[src/rtl/multi_pattern_seq_detector.sv]
// Serial bit-stream detector matching up to NUM_PAT runtime-programmable patterns
// in parallel, each with its own length, enable, fill tracking and hit counter.

module mpsd_slot #(
  parameter int SEQ_W = 8,
  parameter int CNT_W = 8,
  parameter int LEN_W = 4
) (
  input  logic             clk,
  input  logic             resetn,
  input  logic             we,
  input  logic [SEQ_W-1:0] wr_pattern,
  input  logic [LEN_W-1:0] wr_len,
  input  logic             wr_en,
  input  logic             overlap,
  input  logic             din_valid,
  input  logic [SEQ_W-1:0] new_hist,
  input  logic             cnt_clr,
  output logic             match,
  output logic             seen,
  output logic [CNT_W-1:0] cnt
);
  localparam logic [LEN_W-1:0] LMAX = LEN_W'(SEQ_W);

  logic [SEQ_W-1:0] pat, mask;
  logic [LEN_W-1:0] len, fill, fill_inc;
  logic             en;

  always_comb begin
    // a shift by SEQ_W or more yields an all-ones mask
    mask     = ~({SEQ_W{1'b1}} << len);
    fill_inc = (fill == LMAX) ? LMAX : fill + 1'b1;
    match    = din_valid && !we && en && (len != '0) && (len <= LMAX) &&
               (fill_inc >= len) && ((new_hist & mask) == (pat & mask));
  end

  always_ff @(posedge clk or negedge resetn) begin
    if (!resetn) begin
      pat  <= '0;
      len  <= '0;
      en   <= 1'b0;
      fill <= '0;
      seen <= 1'b0;
      cnt  <= '0;
    end else begin
      if (we) begin
        pat  <= wr_pattern;
        len  <= wr_len;
        en   <= wr_en;
        fill <= '0;
      end else if (din_valid) begin
        fill <= (match && !overlap) ? '0 : fill_inc;
      end
      seen <= match;
      if (cnt_clr)                  cnt <= '0;
      else if (match && cnt != '1)  cnt <= cnt + 1'b1;
    end
  end
endmodule

module multi_pattern_seq_detector #(
  parameter int SEQ_W   = 8,
  parameter int NUM_PAT = 4,
  parameter int CNT_W   = 8,
  parameter int IDX_W   = (NUM_PAT > 1) ? $clog2(NUM_PAT) : 1,
  parameter int LEN_W   = $clog2(SEQ_W + 1)
) (
  input  logic               clk,
  input  logic               resetn,
  input  logic               cfg_we,
  input  logic [IDX_W-1:0]   cfg_idx,
  input  logic [SEQ_W-1:0]   cfg_pattern,
  input  logic [LEN_W-1:0]   cfg_len,
  input  logic               cfg_en,
  input  logic               overlap,
  input  logic               din_valid,
  input  logic               din,
  input  logic               cnt_clr,
  input  logic [IDX_W-1:0]   cnt_idx,
  output logic [NUM_PAT-1:0] seen,
  output logic               seen_any,
  output logic [CNT_W-1:0]   hit_cnt
);
  // the oldest history bit is never compared, so only SEQ_W-1 bits are stored
  logic [SEQ_W-2:0]              hist;
  logic [SEQ_W-1:0]              new_hist;
  logic [NUM_PAT-1:0]            match;
  logic [NUM_PAT-1:0][CNT_W-1:0] cnt_all;

  assign new_hist = {hist, din};

  always_ff @(posedge clk or negedge resetn) begin
    if (!resetn) begin
      hist     <= '0;
      seen_any <= 1'b0;
    end else begin
      if (din_valid) hist <= new_hist[SEQ_W-2:0];
      seen_any <= |match;
    end
  end

  for (genvar i = 0; i < NUM_PAT; i++) begin : g_slot
    mpsd_slot #(.SEQ_W(SEQ_W), .CNT_W(CNT_W), .LEN_W(LEN_W)) u_slot (
      .clk        (clk),
      .resetn     (resetn),
      .we         (cfg_we && (cfg_idx == IDX_W'(i))),
      .wr_pattern (cfg_pattern),
      .wr_len     (cfg_len),
      .wr_en      (cfg_en),
      .overlap    (overlap),
      .din_valid  (din_valid),
      .new_hist   (new_hist),
      .cnt_clr    (cnt_clr),
      .match      (match[i]),
      .seen       (seen[i]),
      .cnt        (cnt_all[i])
    );
  end

  always_comb begin
    hit_cnt = '0;
    for (int i = 0; i < NUM_PAT; i++)
      if (cnt_idx == IDX_W'(i)) hit_cnt = cnt_all[i];
  end
endmodule

[config.mk]
export PLATFORM = sky130hd
export DESIGN_NAME = multi_pattern_seq_detector
export DESIGN_NICKNAME = d
export VERILOG_FILES = /design/src/rtl/multi_pattern_seq_detector.sv
export SDC_FILE = /design/constraint.sdc
export NUM_CORES = 1
export LEC_CHECK = 0
export CAP_MARGIN = 20
export CORE_AREA = 4 4 147 149
export CTS_CLUSTER_DIAMETER = 40
export CTS_CLUSTER_SIZE = 16
export DETAILED_ROUTE_END_ITERATION = 8
export DIE_AREA = 0 0 151 153
export PLACE_DENSITY = 0.55
export SLEW_MARGIN = 5
export SYNTH_ARGS = -nofsm -noshare
export SYNTH_HDL_FRONTEND = slang
export SYNTH_SLANG_ARGS = --single-unit
[constraint.sdc]
create_clock -name clk -period 4.35 [get_ports clk]
set_input_delay 1.305 -clock clk [delete_from_list [all_inputs] [get_ports clk]]
set_output_delay 1.305 -clock clk [all_outputs]
set_load 0.01 [all_outputs]
**After elaboration in Yosys (flattened, before gate mapping)**

Cells that the tools add are included.

- Muxes and demuxes: 28
- Magnitude comparators: 8
- Add/sub/neg operators: 8
- Bitwise gates (word level): 12
- Shift-type cells: 4
- Reduce and logical (&&, ||, !) cells: 56
- Equality and inequality tests: 18

Operators by type and width:

| cell | count |
|---|---|
| 2-to-1 mux 8 bit | 12 |
| AND 8 bit | 8 |
| 2-to-1 mux 4 bit | 16 |
| logical AND 1 bit | 36 |
| adder 8 x 1 -> 8 bit, second input constant | 4 |
| == test 8 bit | 4 |
| != test 8 bit, second input constant | 4 |
| inverter 8 bit | 4 |
| << shifter 8 x 4 -> 8 bit, first input constant | 4 |
| adder 4 x 1 -> 4 bit, second input constant | 4 |
| == test 4 bit, second input constant | 4 |
| >= comparator 4 bit | 4 |
| less-or-equal comparator 4 bit, second input constant | 4 |
| nonzero test 2 bit | 8 |
| nonzero test 4 bit | 4 |
| == test 2 bit, second input constant | 4 |
| logical NOT 1 bit | 5 |
| == test 2 x 1 -> 1 bit, second input constant | 2 |
| logical NOT 2 bit | 2 |
| OR reduction 4 bit | 1 |

- Register bits after elaboration: 112
- Output and inout bits: 13
- Input port bits: 24
- Logic and storage cells: 160

**Longest topological paths before layout**

Gate-level depths: netlist (run 1).

- Word-level depth: 13
- Gate-level depth with buffers: 12
- Depth with buffers taken out: 12

**Modules after synthesis**

A second synthesis (run 1) with hierarchy kept.

- Cells, all modules: 577
- Area total of the unflattened synthesis: 6391.1 µm²

Modules (own cells, without submodules):

| module | area each (µm²) | cells each | instances |
|---|---|---|---|
| mpsd_slot (g_slot[0].u_slot ...) | 1468.9 | 135 | 3 |
| mpsd_slot (g_slot[1].u_slot) | 1465.2 | 141 | 1 |
| multi_pattern_seq_detector | 519.2 | 31 | 1 |

**Worst setup path after synthesis (run 1)**

No wires, ideal clock.

- Kind: in2out
- From: in cnt_idx[0]
- To: out hit_cnt[0]
- Setup slack: 0.725 ns
- Data arrival time: 2.320 ns
- Stages on the path: 2
- Path buffers: 1
- Cell sequence: clkbuf_1 mux4_2

- Cells in the longest elaborated chain, start to end: 5

RTL lines:

| what | RTL line | RTL |
|---|---|---|
| from (decl) | 79 | `input logic [IDX_W-1:0] cnt_idx,` |
| logical NOT 2 bit | 123 | `if (cnt_idx == IDX_W'(i)) hit_cnt = cnt_all[i];` |
| 2-to-1 mux 8 bit (3 in a row) | 123 |  |
| 2-to-1 mux 8 bit * | 123 |  |
| to (decl) | 82 | `output logic [CNT_W-1:0] hit_cnt` |

Every way passes the cells marked *; elsewhere a longest branch is shown, timed or not.

**Final worst setup path (run 1)**

- From: in cnt_idx[0]
- To: out hit_cnt[2]

The elaborated chain is that of the path after synthesis.

==> flow_summary.ini, run 1 <==
[routing]
vias_per_cell = 5.34
totalWireLength_um = 15700
route.antenna.remaining_nets = 0
drt_iter0_markers = 363
routedWlPerCell_um = 17.1
detail_route.drc_violations = 0
vias = 4912
drt_pass_1_iters = 5

[run_status]
status = finished clean

[synth]
synth_seq_cells = 112
synth_warnings = 0
ys_async_sr_fraction_pct = 100
syn-cell-area_um2 = 6420
yosysSeqAreaShare_pct = 43.6
post-synth-top-area-fraction_pct = 43.6
ys_dominant_reg_cell = sky130_fd_sc_hd__dfrtp_1
synth.most_common_cell = sky130_fd_sc_hd__dfrtp_1
synth.top_cells.by_area = sky130_fd_sc_hd__dfrtp_1, sky130_fd_sc_hd__mux2_2, sky130_fd_sc_hd__ha_1
synth.lib_cells_used.distinct = 54
synth_cells = 625
synthesis.nets = 677
number_of_synthesized_flops_with_an_enable_pin = 0
synth_top_cells_by_count = sky130_fd_sc_hd__dfrtp_1, sky130_fd_sc_hd__mux2_2, sky130_fd_sc_hd__a21oi_1
yosysTopAreaCell = sky130_fd_sc_hd__dfrtp_1
synth.avg_cell_area_um2 = 10.3

[worst_setup_path]
worstPathBufferInverterCount = 3
path_cells = clkdlybuf4s50_1 > buf_12 > mux4_2 > clkdlybuf4s50_1
cp_data_required_time_ps = 3040
worst-endpoint-arrival_ps = 2940
endpoint_kind = output port
cp_top_family = buffers and inverters
critical_path.max_stage_delay_ps = 510
cp_slowest_cell = sky130_fd_sc_hd__clkdlybuf4s50_1
crit_path_class = in2out
critPathMostFrequentCell = sky130_fd_sc_hd__clkdlybuf4s50_1
worstSetupStartpointType = input port
crit_fanout = 8

[global_route]
grt_antenna_before_repair = 0
grt_pass1_wl_um = 25900
grt_start_max_net_pins = 68
groute.usage.overall_pct = 14.1
grt_pass1_vias = 4894
grt_remaining_overflow = 0

[sta]
hold_viol = 0
final.setup_skew_ps = 11.6
fin_ws_ps = 105
final.period_utilization_pct = 97.6
setup-violations-final = 0
grt_setup_unrepaired = no
final_period_minus_worst_setup_slack_ps = 4250
finalSetupTns_ps = 0
tightest_slew_ps = 1080
slew-limit-headroom_pct = 27.8
slew_viol_final = 0
clock.fmax_mhz = 236

[layout]
flow.area_growth_from_synthesis_pct = 14.6
layout-drive-gt1-share_pct = 16.3
utilization_pct = 36.5
multi_input_comb_area_um2 = 3320
nets = 696
num_antenna_cells = 0
layout.filler_cells = 1976
layout.area.seq_um2 = 2800
post_route_cell_area_um2 = 7360

[placed_design]
port-buffer-count = 36
routabilityCongestion = 0.864
placedInstanceArea_um2 = 7050
dpl_worst_slack_ps = 94.1
dpl.hpwl_um = 11500

[clock_network]
clockRootBuffer = sky130_fd_sc_hd__clkbuf_16
tritoncts_num_sinks = 112
cts_hold_repair.buffers = 0
tritoncts_clock_tree = built
cts_htree_levels = 3
postCtsSetupRepairBufs = 0
clockBufferDepth = 2
ctsResizeCount = 0
cts_buffers = 9
worst_setup_hold_path_clk_slew_ps = 80
clock_insertion_delay_worst_skew_ps = 370

[floorplan]
initial_core_utilization_pct = 31.9
num_rows = 52
floorplan.die.height_um = 153
total_die_area_um2 = 23100
die_width_um = 151
core_area_um2 = 20200
ios = 37

[power]
total_leakage_power_uw = 0.00293
power.ir.vdd_worst_v = 0.000198
power_density_nw_per_um2 = 429

[hold_path]
hp-class = reg2reg

[job]
drv_cap = 0
-- worst min-delay path: stages, from the launching register on --
cell and delay [ps]:
sky130_fd_sc_hd__dfrtp_1 350, sky130_fd_sc_hd__nand2_1 50, sky130_fd_sc_hd__o21ai_0 60
-- cell type report --
| type | instances | share of cell area [%] |
|---|---|---|
| timing repair buffer | 48 | 6.42 |
| tap | 270 | 4.59 |
| clock buffer | 9 | 3.06 |
| inverter | 32 | 1.63 |
| sequential | 112 | 38.1 |
| multi-input combinational | 441 | 45.0 |
| clock inverter | 7 | 1.21 |
-- where the power goes --
group | internal, uW | switching (uW)
logic | 450 | 440
registers | 1200 | 204
clock network | 414 | 442
-- stage by stage --
step | std cells | hold slack [ps] | total power (uW)
5_1_grt | 919 | 492 | 3380
2_1_floorplan | 625 | 440 | 2060
3_3_place_gp | 903 | 463 | 2270
3_5_place_dp | 903 | 471 | 2320
6_report | 919 | 487 | 3160
4_1_cts | 919 | 490 | 3190
-- layout by cell type, fill, tap and decap left out, types with 12 or more instances in the layout --
master	count
sky130_fd_sc_hd__o21ai_0	38
sky130_fd_sc_hd__inv_1	31
sky130_fd_sc_hd__nand2_1	33
sky130_fd_sc_hd__xnor2_1	29
sky130_fd_sc_hd__dfrtp_1	112
sky130_fd_sc_hd__a21oi_1	43
sky130_fd_sc_hd__nor2_1	26
sky130_fd_sc_hd__nand2b_1	12
sky130_fd_sc_hd__clkdlybuf4s50_1	35
sky130_fd_sc_hd__or4_1	13
sky130_fd_sc_hd__nand3_1	33
sky130_fd_sc_hd__ha_1	28
sky130_fd_sc_hd__nand3b_1	15
sky130_fd_sc_hd__mux2_2	60
-- cells by family after synthesis --
family	synth area share [%]
compound gates	11.6
xor+xnor	5.16
fa+ha+maj	5.45
buf+inv	4.85
flops	43.6
mux	14.1
simple gates	15.2
-- final timing paths --
| check | from | end | slack (ps) | cells past startpoint |
|---|---|---|---|---|
| worst max-delay path | cnt_idx[0] | hit_cnt[2] | 100 | 4 |
| max in group asynchronous | resetn | g_slot[3].u_slot.cnt[7] | 2520 | 2 |
| worst max register to register | g_slot[0].u_slot.fill[0] | g_slot[0].u_slot.cnt[5] | 810 | 11 |
| worst min register to register | g_slot[3].u_slot.en | g_slot[3].u_slot.en | 490 | 2 |
| min in group asynchronous | resetn | g_slot[1].u_slot.cnt[4] | 1060 | 1 |
| worst min-delay path | g_slot[3].u_slot.en | g_slot[3].u_slot.en | 490 | 2 |
-- sequential cells by signal, indices dropped and copies added (netlist names) --
register,count
g_slot.u_slot.seen,4
seen_any,1
g_slot.u_slot.cnt,32
g_slot.u_slot.en,4
g_slot.u_slot.fill,16
g_slot.u_slot.len,16
g_slot.u_slot.pat,32
hist,7
-- per-layer routing --
metal / share of wire [%] / track usage [%] / up-vias / routed length (um)
met5: 0 / 0 / - / 0
met4: 2.6 / 5.01 / 0 / 413
met3: 4.8 / 2.96 / 26 / 748
met2: 47 / 22.6 / 140 / 7420
met1: 46 / 18.8 / 2446 / 7160
li1: - / - / 2300 / -
(Power assumes the default switching activity.)
==> inputs of run 2 (changes only) <==
--- a/config.mk
+++ b/config.mk
@@ -11,7 +11,7 @@
 export CTS_CLUSTER_SIZE = 16
 export DETAILED_ROUTE_END_ITERATION = 8
 export DIE_AREA = 0 0 151 153
-export PLACE_DENSITY = 0.55
+export PLACE_DENSITY = 0.56
 export SLEW_MARGIN = 5
 export SYNTH_ARGS = -nofsm -noshare
 export SYNTH_HDL_FRONTEND = slang
==> constraint.sdc (replaced) <==
create_clock -name clk -period 3.84 [get_ports clk]
set_input_delay 1.152 -clock clk [delete_from_list [all_inputs] [get_ports clk]]
set_output_delay 1.152 -clock clk [all_outputs]
set_load 0.01 [all_outputs]
==> run 2 against run 1 <==
  * Via count down 2.7%
  * Clock power up 15%
  * Total power is 13% higher
  * Combinational power increased by 12%
  * Highest routed layer unchanged
  * Sequential share of layout area about the same
  * Global-route usage down 0.92 points
  * Hold slack better by 4.9 ps
  * Clock skew increased by 1.7 ps
  * First-iteration DRC count decreased by 42%
  * Largest power group unchanged
  * Setup slack got worse by 14 ps
  * Critical endpoint is now hit_cnt[4]
==> flow_summary.ini, run 2 (same netlist as run 1, synthesis figures left out) <==
[placed_design]
routabilityCongestion = 0.836
placedInstanceArea_um2 = 7060
port-buffer-count = 36
dpl.hpwl_um = 11100

[layout]
most_used_cells_in_the_layout_excluding_fill_and_tap_cells = sky130_fd_sc_hd__dfrtp_1, sky130_fd_sc_hd__mux2_2, sky130_fd_sc_hd__a21oi_1, sky130_fd_sc_hd__o21ai_0
layout-drive-gt1-share_pct = 16.5
layout_commonest_cell = sky130_fd_sc_hd__dfrtp_1
post_route_cell_area_um2 = 7360
num_antenna_cells = 0
nets = 697
flow.area_growth_from_synthesis_pct = 14.5
largest_registers_ranked_by_flip_flop_count = g_slot.u_slot.cnt x32, g_slot.u_slot.pat x32

[clock_network]
cts_htree_levels = 3
tritoncts_clock_tree = built
cts_buffers = 9
cts_hold_repair.buffers = 0
clock_insertion_delay_worst_skew_ps = 350
tritoncts_num_sinks = 112
clockRootBuffer = sky130_fd_sc_hd__clkbuf_16
clockBufferDepth = 2
worst_setup_hold_path_clk_slew_ps = 80

[routing]
drt_pass_1_iters = 5
drt_iter0_markers = 212
vias = 4778
routedWlPerCell_um = 16.1
detail_route.drc_violations = 0
vias_per_cell = 5.19
totalWireLength_um = 14900
route.antenna.remaining_nets = 0

[floorplan]
core_area_um2 = 20200
initial_core_utilization_pct = 31.9
num_rows = 52
ios = 37
floorplan.die.height_um = 153
total_die_area_um2 = 23100
die_width_um = 151

[sta]
clock.fmax_mhz = 267
final_period_minus_worst_setup_slack_ps = 3750
fin_worst_hold_slack_ps = 492
hold_viol = 0
slew-limit-headroom_pct = 48.0
grt_setup_unrepaired = no
setup-violations-final = 0
final.setup_skew_ps = 13.3
final.period_utilization_pct = 97.6
slew_viol_final = 0
tightest_slew_ps = 778

[global_route]
grt_remaining_overflow = 0
grt_pass1_vias = 4591
groute.usage.overall_pct = 13.2
grt_start_max_net_pins = 113
grt_antenna_before_repair = 0
grt_pass1_wl_um = 24500

[power]
power.ir.vdd_worst_v = 0.000246
power_uw = 3580
power.internal_uw = 2400
power_switching_uw = 1180
power_density_nw_per_um2 = 486
total_leakage_power_uw = 0.00297
clock_power_share_pct = 27.5
sequentialPowerShare_pct = 44.6
comb_power_share_pct = 28.0
sw_ratio_pct = 33.0

[worst_setup_path]
endpoint_kind = output port
crit_fanout = 8
worst-endpoint-arrival_ps = 2600
cp_data_required_time_ps = 2690
r2r_slack_ps = 700
crit_path_class = in2out
worstSetupStartpointType = input port

[job]
drv_cap = 0

[run_status]
status = finished clean

[hold_path]
hp-class = reg2reg
run 2: area by class of cell:
class                      count  area [um2]
fill                        2008       12800
multi-input combinational    441        3320
sequential                   112        2800
timing repair buffer          49         470
tap                          270         338
clock buffer                   9         225
inverter                      32         120
clock inverter                 7        85.1
run 2: path summary, 6_finish.rpt:
kind / from / cells after the start / endpoint
setup / recovery: cnt_idx[0] / 4 / hit_cnt[4]
hold / removal: g_slot[2].u_slot.en / 2 / g_slot[2].u_slot.en
setup reg to reg: g_slot[1].u_slot.fill[0] / 12 / seen_any
hold reg to reg: g_slot[2].u_slot.en / 2 / g_slot[2].u_slot.en
max in group asynchronous: resetn / 2 / g_slot[3].u_slot.cnt[7]
min in group asynchronous: resetn / 2 / g_slot[2].u_slot.cnt[3]
run 2: what timing repair did:
action | CTS | global route
resized for setup | 8 | 0
setup endpoints to repair | 8 | 0
setup buffers | 0 | 0
run 2: metal layers:
metal	vias up	track usage (%)	share of wire (%)
li1	2313	-	-
met1	2368	18.3	47
met2	80	21.5	48
met3	17	1.84	3.2
met4	0	3.84	1.6
met5	-	0	0
run 2: through the flow:
| stage | setup WS, ps | instances | util [%] | TNS [ps] |
|---|---|---|---|---|
| 3_5_place_dp | -120 | 904 | 35.0 | -881 |
| 5_1_grt | 46.7 | 920 | 36.5 | 0 |
| 3_3_place_gp | -100 | 904 | 35.0 | -788 |
| 6_report | 91.2 | 920 | 36.5 | 0 |
| 2_1_floorplan | 521 | 625 | - | 0 |
| 4_1_cts | 81.3 | 920 | 36.5 | 0 |
run 2: worst max-delay path, cell delays in order:
cell                              delay (ps)
sky130_fd_sc_hd__clkdlybuf4s50_1         510
sky130_fd_sc_hd__buf_12                  140
sky130_fd_sc_hd__mux4_2                  490
sky130_fd_sc_hd__dlygate4sd2_1           300
run 2: power by group through the flow:
stage,Clock [uW],Combinational [uW],Sequential (uW)
floorplan,0,815,1510
global placement,0,968,1600
detailed placement,0,1000,1620
CTS,1010,1010,1600
global route,1040,1140,1630
finish,982,1000,1600
==> inputs of run 3 (changes only) <==
--- a/config.mk
+++ b/config.mk
@@ -12,6 +12,7 @@
 export DETAILED_ROUTE_END_ITERATION = 8
 export DIE_AREA = 0 0 151 153
 export PLACE_DENSITY = 0.56
+export SKIP_LAST_GASP = 1
 export SLEW_MARGIN = 5
 export SYNTH_ARGS = -nofsm -noshare
 export SYNTH_HDL_FRONTEND = slang
==> results of run 3 <==
Same layout as run 2: the final DEF is identical, and so are final timing and power.
==> edit 1, RTL diff (settings of run 2) <==
`CNT_W` is set to 8 in 2 places; all go to 12.
--- a/src/rtl/multi_pattern_seq_detector.sv
+++ b/src/rtl/multi_pattern_seq_detector.sv
@@ -4,5 +4,5 @@
 module mpsd_slot #(
   parameter int SEQ_W = 8,
-  parameter int CNT_W = 8,
+  parameter int CNT_W = 12,
   parameter int LEN_W = 4
 ) (
@@ -62,5 +62,5 @@
   parameter int SEQ_W   = 8,
   parameter int NUM_PAT = 4,
-  parameter int CNT_W   = 8,
+  parameter int CNT_W   = 12,
   parameter int IDX_W   = (NUM_PAT > 1) ? $clog2(NUM_PAT) : 1,
   parameter int LEN_W   = $clog2(SEQ_W + 1)
Ports: changed (resized hit_cnt); port bits go from 37 to 41. No check against the original RTL was run, so the function may have changed too.
==> edit 1 against run 2 <==
Wire length increased by 28%. Clock skew down 3.9 ps. Area after synthesis rose by 15%. Sequential cell count increased by 16. Cell area increased by 18%. Setup slack better by 180 ps. Via count grew 23%. Sequential share of layout area fell by 1.3 points. Combinational power is essentially flat. Total power up 21%.
==> edit 1: results (changes against run 2) <==
- CP Max Fanout: 6 (-2)
- Worst skew pair latency: 430 ps (+80 ps)
- Clock-pin slew on the worst setup and hold paths: 60 ps (-20 ps)
- Wire per inst: 17.99 um (+11%)
- Synth unique cells: 59 (+9.3%)
- Worst VDD drop: 318.9 uV (+29%)
- First-pass GRT wire length: 30360 um (+24%)
- Number of global-route vias before repair: 5838 (+27%)
- PortBufs: 40 (+11%)
- Sequential share of the synthesized area: 0.4321 (-0.004082)
- Starting DRT DRC Count: 394 (+86%)
- CTS HTree Levels: 4 (+1)
- Status: complete, no violations
- P_leak: 3.645 nW (+23%)
- R2R Path Start: g_slot[3].u_slot.fill[0]
- R2R Path End: g_slot[3].u_slot.cnt[8]
- Largest registers: g_slot.u_slot.cnt: 48 flops, g_slot.u_slot.pat: 32 flops
- Total CTS buffers: 17 (+8)
- Post-Syn Nets: 794 (+17%)
- Top area cells in the synthesized netlist: dfrtp_1, mux2_2, ha_1
- Placer Congestion: 0.8566 (+2.5%)
- Worst path arrival time: 2420 ps (-180 ps)
- Worst Setup SP: cnt_idx[1]
- Worst R2R Setup Slack: 680 ps (-20 ps)
- Last element of the critical path: hit_cnt[9]
- Tightest Hold Check Type: flip-flop to flip-flop
- Placed insts: 1028 (+14%)
- Diode count: 0 (unchanged)
- Initial antenna violation count: 0 (unchanged)
- Normalized max-slew margin: 0.4315 (-0.04828)
- DRT Wirelength: 19090 um (+28%)
- Layout cell share with drive strength beyond 1: 0.1656 (+0.0009978)
- Post-DP Area: 8115 um2 (+15%)
- Post-DP HPWL: 13890 um (+25%)
- Largest net degree at the start of global routing: 62 (-45%)
- Commonest cells in the netlist: dfrtp_1, nand2_1, mux2_2, a21oi_1, o21ai_0
- Mapped Cells: 742 (+19%)
- Total number of vias: 5854 (+23%)
- Clock Skew: 9.429 ps (-3.884 ps)
- Net total in the final layout: 831 (+19%)
-- edit 1: worst min-delay path by stage --
stage	from	endpoint	slack (ps)	cells past startpoint
after global placement	g_slot[2].u_slot.en	g_slot[2].u_slot.en	470	2
after detailed placement	g_slot[2].u_slot.en	g_slot[2].u_slot.en	480	2
final	g_slot[2].u_slot.en	g_slot[2].u_slot.en	490	2
after CTS	g_slot[2].u_slot.en	g_slot[2].u_slot.en	490	2
after global routing	g_slot[0].u_slot.pat[2]	g_slot[0].u_slot.pat[2]	520	2
after floorplan	g_slot[1].u_slot.en	g_slot[1].u_slot.en	440	2
-- edit 1: per-layer routing --
metal  GRT usage  vias up  routed length, um
met5           0        -                  0
met4     0.05440        0                373
met3     0.03968       30                846
met2      0.2814      147               9497
met1      0.2129     2886               8374
li1            -     2791                  -
-- edit 1: where the power goes --
| part | internal [W] | leakage [nW] | switching [W] |
|---|---|---|---|
| clock network | 0.000948 | 0.279 | 0.000620 |
| registers | 0.00153 | 1.66 | 0.000231 |
| logic | 0.000478 | 1.71 | 0.000523 |
| total | 0.00296 | 3.64 | 0.00137 |
-- edit 1: cells by family (layout without fill, tap and decap cells) --
logic type / after synthesis / after routing / synth area share
xor gates and xnor gates: 38 / 38 / 0.04592
and+or+nand+nor: 246 / 246 / 0.1793
buffers and inverters: 85 / 134 / 0.04862
adders and majority gates: 29 / 29 / 0.04862
DFF: 128 / 128 / 0.4321
AOI/OAI and AO/OA: 146 / 146 / 0.1217
muxes: 70 / 70 / 0.1237
-- edit 1: layout make-up --
type	instances	area, um2
clock buffers	17	425.4
clock inverters	14	143.9
fillers	1938	11470
inverters	38	142.6
multi-input cells	529	3854
flip-flops and latches	128	3203
well taps	270	337.8
repair buffers	65	595.6
-- edit 1: through the flow --
step           hold slack, ps    util  setup slack (ps)
3_5_place_dp            478.2  0.4024            -155.7
2_1_floorplan           436.5       -             416.4
5_1_grt                 518.0  0.4315             228.8
3_3_place_gp            472.6  0.4024            -125.1
4_1_cts                 491.9  0.4298             43.72
6_report                490.6  0.4315             267.4
-- edit 1: worst register-to-register path: stages, from the launching register on --
cell and delay (ps):
dfrtp_1 420, inv_1 90, ha_1 160, a21oi_1 70
mux2_2 280, ha_1 270, o21ai_0 60, a2111oi_0 530
buf_4 200, nand4_1 90, buf_4 240, or4_1 500
a21oi_1 180
-- edit 1: what timing repair did --
| action | in CTS | in global routing |
|---|---|---|
| cloned | 0 | 1 |
| gates resized for setup | 12 | 1 |
| setup buffers | 0 | 0 |
| hold buffers | 0 | 0 |
| setup endpoints to repair | 12 | 1 |
==> edit 2, RTL diff (flow settings as in run 2) <==
Made on the original files. Reset style: synchronous (`resetn`), changed in 2 clocked blocks.
--- a/src/rtl/multi_pattern_seq_detector.sv
+++ b/src/rtl/multi_pattern_seq_detector.sv
@@ -35,5 +35,5 @@
   end
 
-  always_ff @(posedge clk or negedge resetn) begin
+  always_ff @(posedge clk) begin
     if (!resetn) begin
       pat  <= '0;
@@ -90,5 +90,5 @@
   assign new_hist = {hist, din};
 
-  always_ff @(posedge clk or negedge resetn) begin
+  always_ff @(posedge clk) begin
     if (!resetn) begin
       hist     <= '0;
Behaviour: differs if resetn is asserted again (counterexample within 4 cycles, from zero or initial values and one cycle with resetn low); with resetn held inactive, the same outputs for 4 cycles.
==> edit 2 against run 2 <==
Area after synthesis shrank 7.8%. Cell area shrank 5.6%. Wire length grew 7.5%. Setup slack gained 16 ps. Sequential cell count is the same. Non-clock buffer count grew 14. Maximum frequency grew 0.42%. Critical endpoint is now hit_cnt[7]. Highest routed layer unchanged.
Power is not compared: it rests on default switching activity, and its combinational part moved more than twofold at a synthesized area within 25%.
==> edit 2: results (changes against run 2) <==
- FF+latch area: 2242 um2 (-20%)
- Worst-case reg-to-reg path depth: 7 (-5)
- Placed insts: 1014 (+12%)
- Commonest cells in the netlist: nand2_1, dfxtp_1, a21oi_1, nand3_1, nor2_1
- PortBufs: 36 (unchanged)
- Worst Max-Slew Pin Slew: 874.9 ps (+97.05 ps)
- Initial antenna violation count: 0 (unchanged)
- Top area cells in the synthesized netlist: dfxtp_1, nand2_1, a21oi_1
- Post-DP HPWL: 11530 um (+3.6%)
- Clock-pin slew on the worst setup and hold paths: 80 ps (about the same)
- Synth warn: 0 (unchanged)
- Syn Area/Cell: 8.101 um2 (-21%)
- Min Clock Period, post-route: 3733 ps (-15.73 ps)
- DR vias/cell: 5.008 (-3.6%)
- Worst R2R Setup Slack: 880 ps (+180 ps)
- Final hold slack: 467.2 ps (-24.82 ps)
- Diode count: 0 (unchanged)
- Layout cell share with drive strength beyond 1: 0.07763 (-0.08698)
- Worst path arrival time: 2580 ps (-20 ps)
- Setup WS pre-CTS: -107.9 ps (+11.89 ps)
- Fill cells: 2165 (+7.8%)
- DRT Wirelength: 15980 um (+7.5%)
- Largest registers: g_slot.u_slot.cnt: 32 flops, g_slot.u_slot.pat: 32 flops
- Placer Congestion: 0.8007 (-4.2%)
- Sequential share of the synthesized area: 0.3786 (-0.05760)
- Starting DRT DRC Count: 356 (+68%)
- Overall routing resource usage: 0.1410 (+0.009128)
- First-pass GRT wire length: 25850 um (+5.5%)
- Family with the most delay on the worst path: buffers and inverters
- Post-DP Area: 6615 um2 (-6.3%)
- Wire per inst: 15.51 um (-3.9%)
- Synth unique cells: 58 (+7.4%)
- First drt pass iteration count: 4 (-1)
- Ys flop type: dfxtp_1
- R2R Path End: g_slot[0].u_slot.cnt[4]
- Post-Syn Nets: 783 (+16%)
- Net total in the final layout: 807 (+16%)
- Post-synth ARST share: 0 (-1.000)
- R2R Path Start: g_slot[0].u_slot.len[1]
- CTS HTree Levels: 3 (unchanged)
- Number of global-route vias before repair: 4709 (+2.6%)
- Clock Skew: 11.23 ps (-2.087 ps)
- Status: complete, no violations
- End point of the worst hold path: g_slot[2].u_slot.en
- Worst Min Path Start: g_slot[2].u_slot.en
- Largest net degree at the start of global routing: 43 (-62%)
edit 2: cell count changes after synthesis, sizes merged, moves of 9 or more:
cell and delta:
dfrtp -112, dfxtp +112, nand2 +98, mux2 -61, a21oi +36, nor2 +15, nand3b -13, o21ai -12
clkbuf +9, mux2i +9, nand3 +9
edit 2: repair_timing:
item,4_1_cts,5_1_grt
endpoints found under the setup margin,8,0
gates resized for setup,8,0
buffers inserted,0,0
edit 2: cell families after synthesis:
logic type,share of synthesized area
fa+ha+maj,0.05916
xor+xnor,0.06212
buf+inv,0.06212
simple gates,0.2132
flops,0.3786
mux,0.05240
compound gates,0.1724
edit 2: worst max-delay path by stage:
stage | startpoint | endpoint | slack, ps | cells after the start
global route | cnt_idx[0] | hit_cnt[7] | 60 | 4
detailed placement | cnt_idx[0] | hit_cnt[7] | -110 | 4
global placement | cnt_idx[0] | hit_cnt[2] | -90 | 4
CTS | cnt_idx[0] | hit_cnt[7] | 100 | 4
finish | cnt_idx[0] | hit_cnt[7] | 110 | 4
floorplan | cfg_idx[1] | g_slot[0].u_slot.cnt[5] | 250 | 10
edit 2: layout make-up:
class,count,area share
Multi-Input combinational cell,533,0.4769
Sequential cell,112,0.3228
Timing Repair Buffer,63,0.08323
Tap cell,270,0.04864
Clock buffer,11,0.03639
Inverter,36,0.01946
Clock inverter,5,0.01261
edit 2: where the power goes:
part           internal (W)  leakage, nW  switching, W
combinational      0.000106         1.37      0.000136
sequential          0.00119        0.907     0.0000284
clock              0.000614        0.164      0.000450
edit 2: routing by layer:
layer  vias to the layer above  global-route usage  share of wire
met1                      2405              0.2118           0.50
met3                        17             0.02458          0.052
li1                       2609                   -              -
met5                         -                   0              0
met4                         0             0.03022          0.011
met2                       127              0.2105           0.44
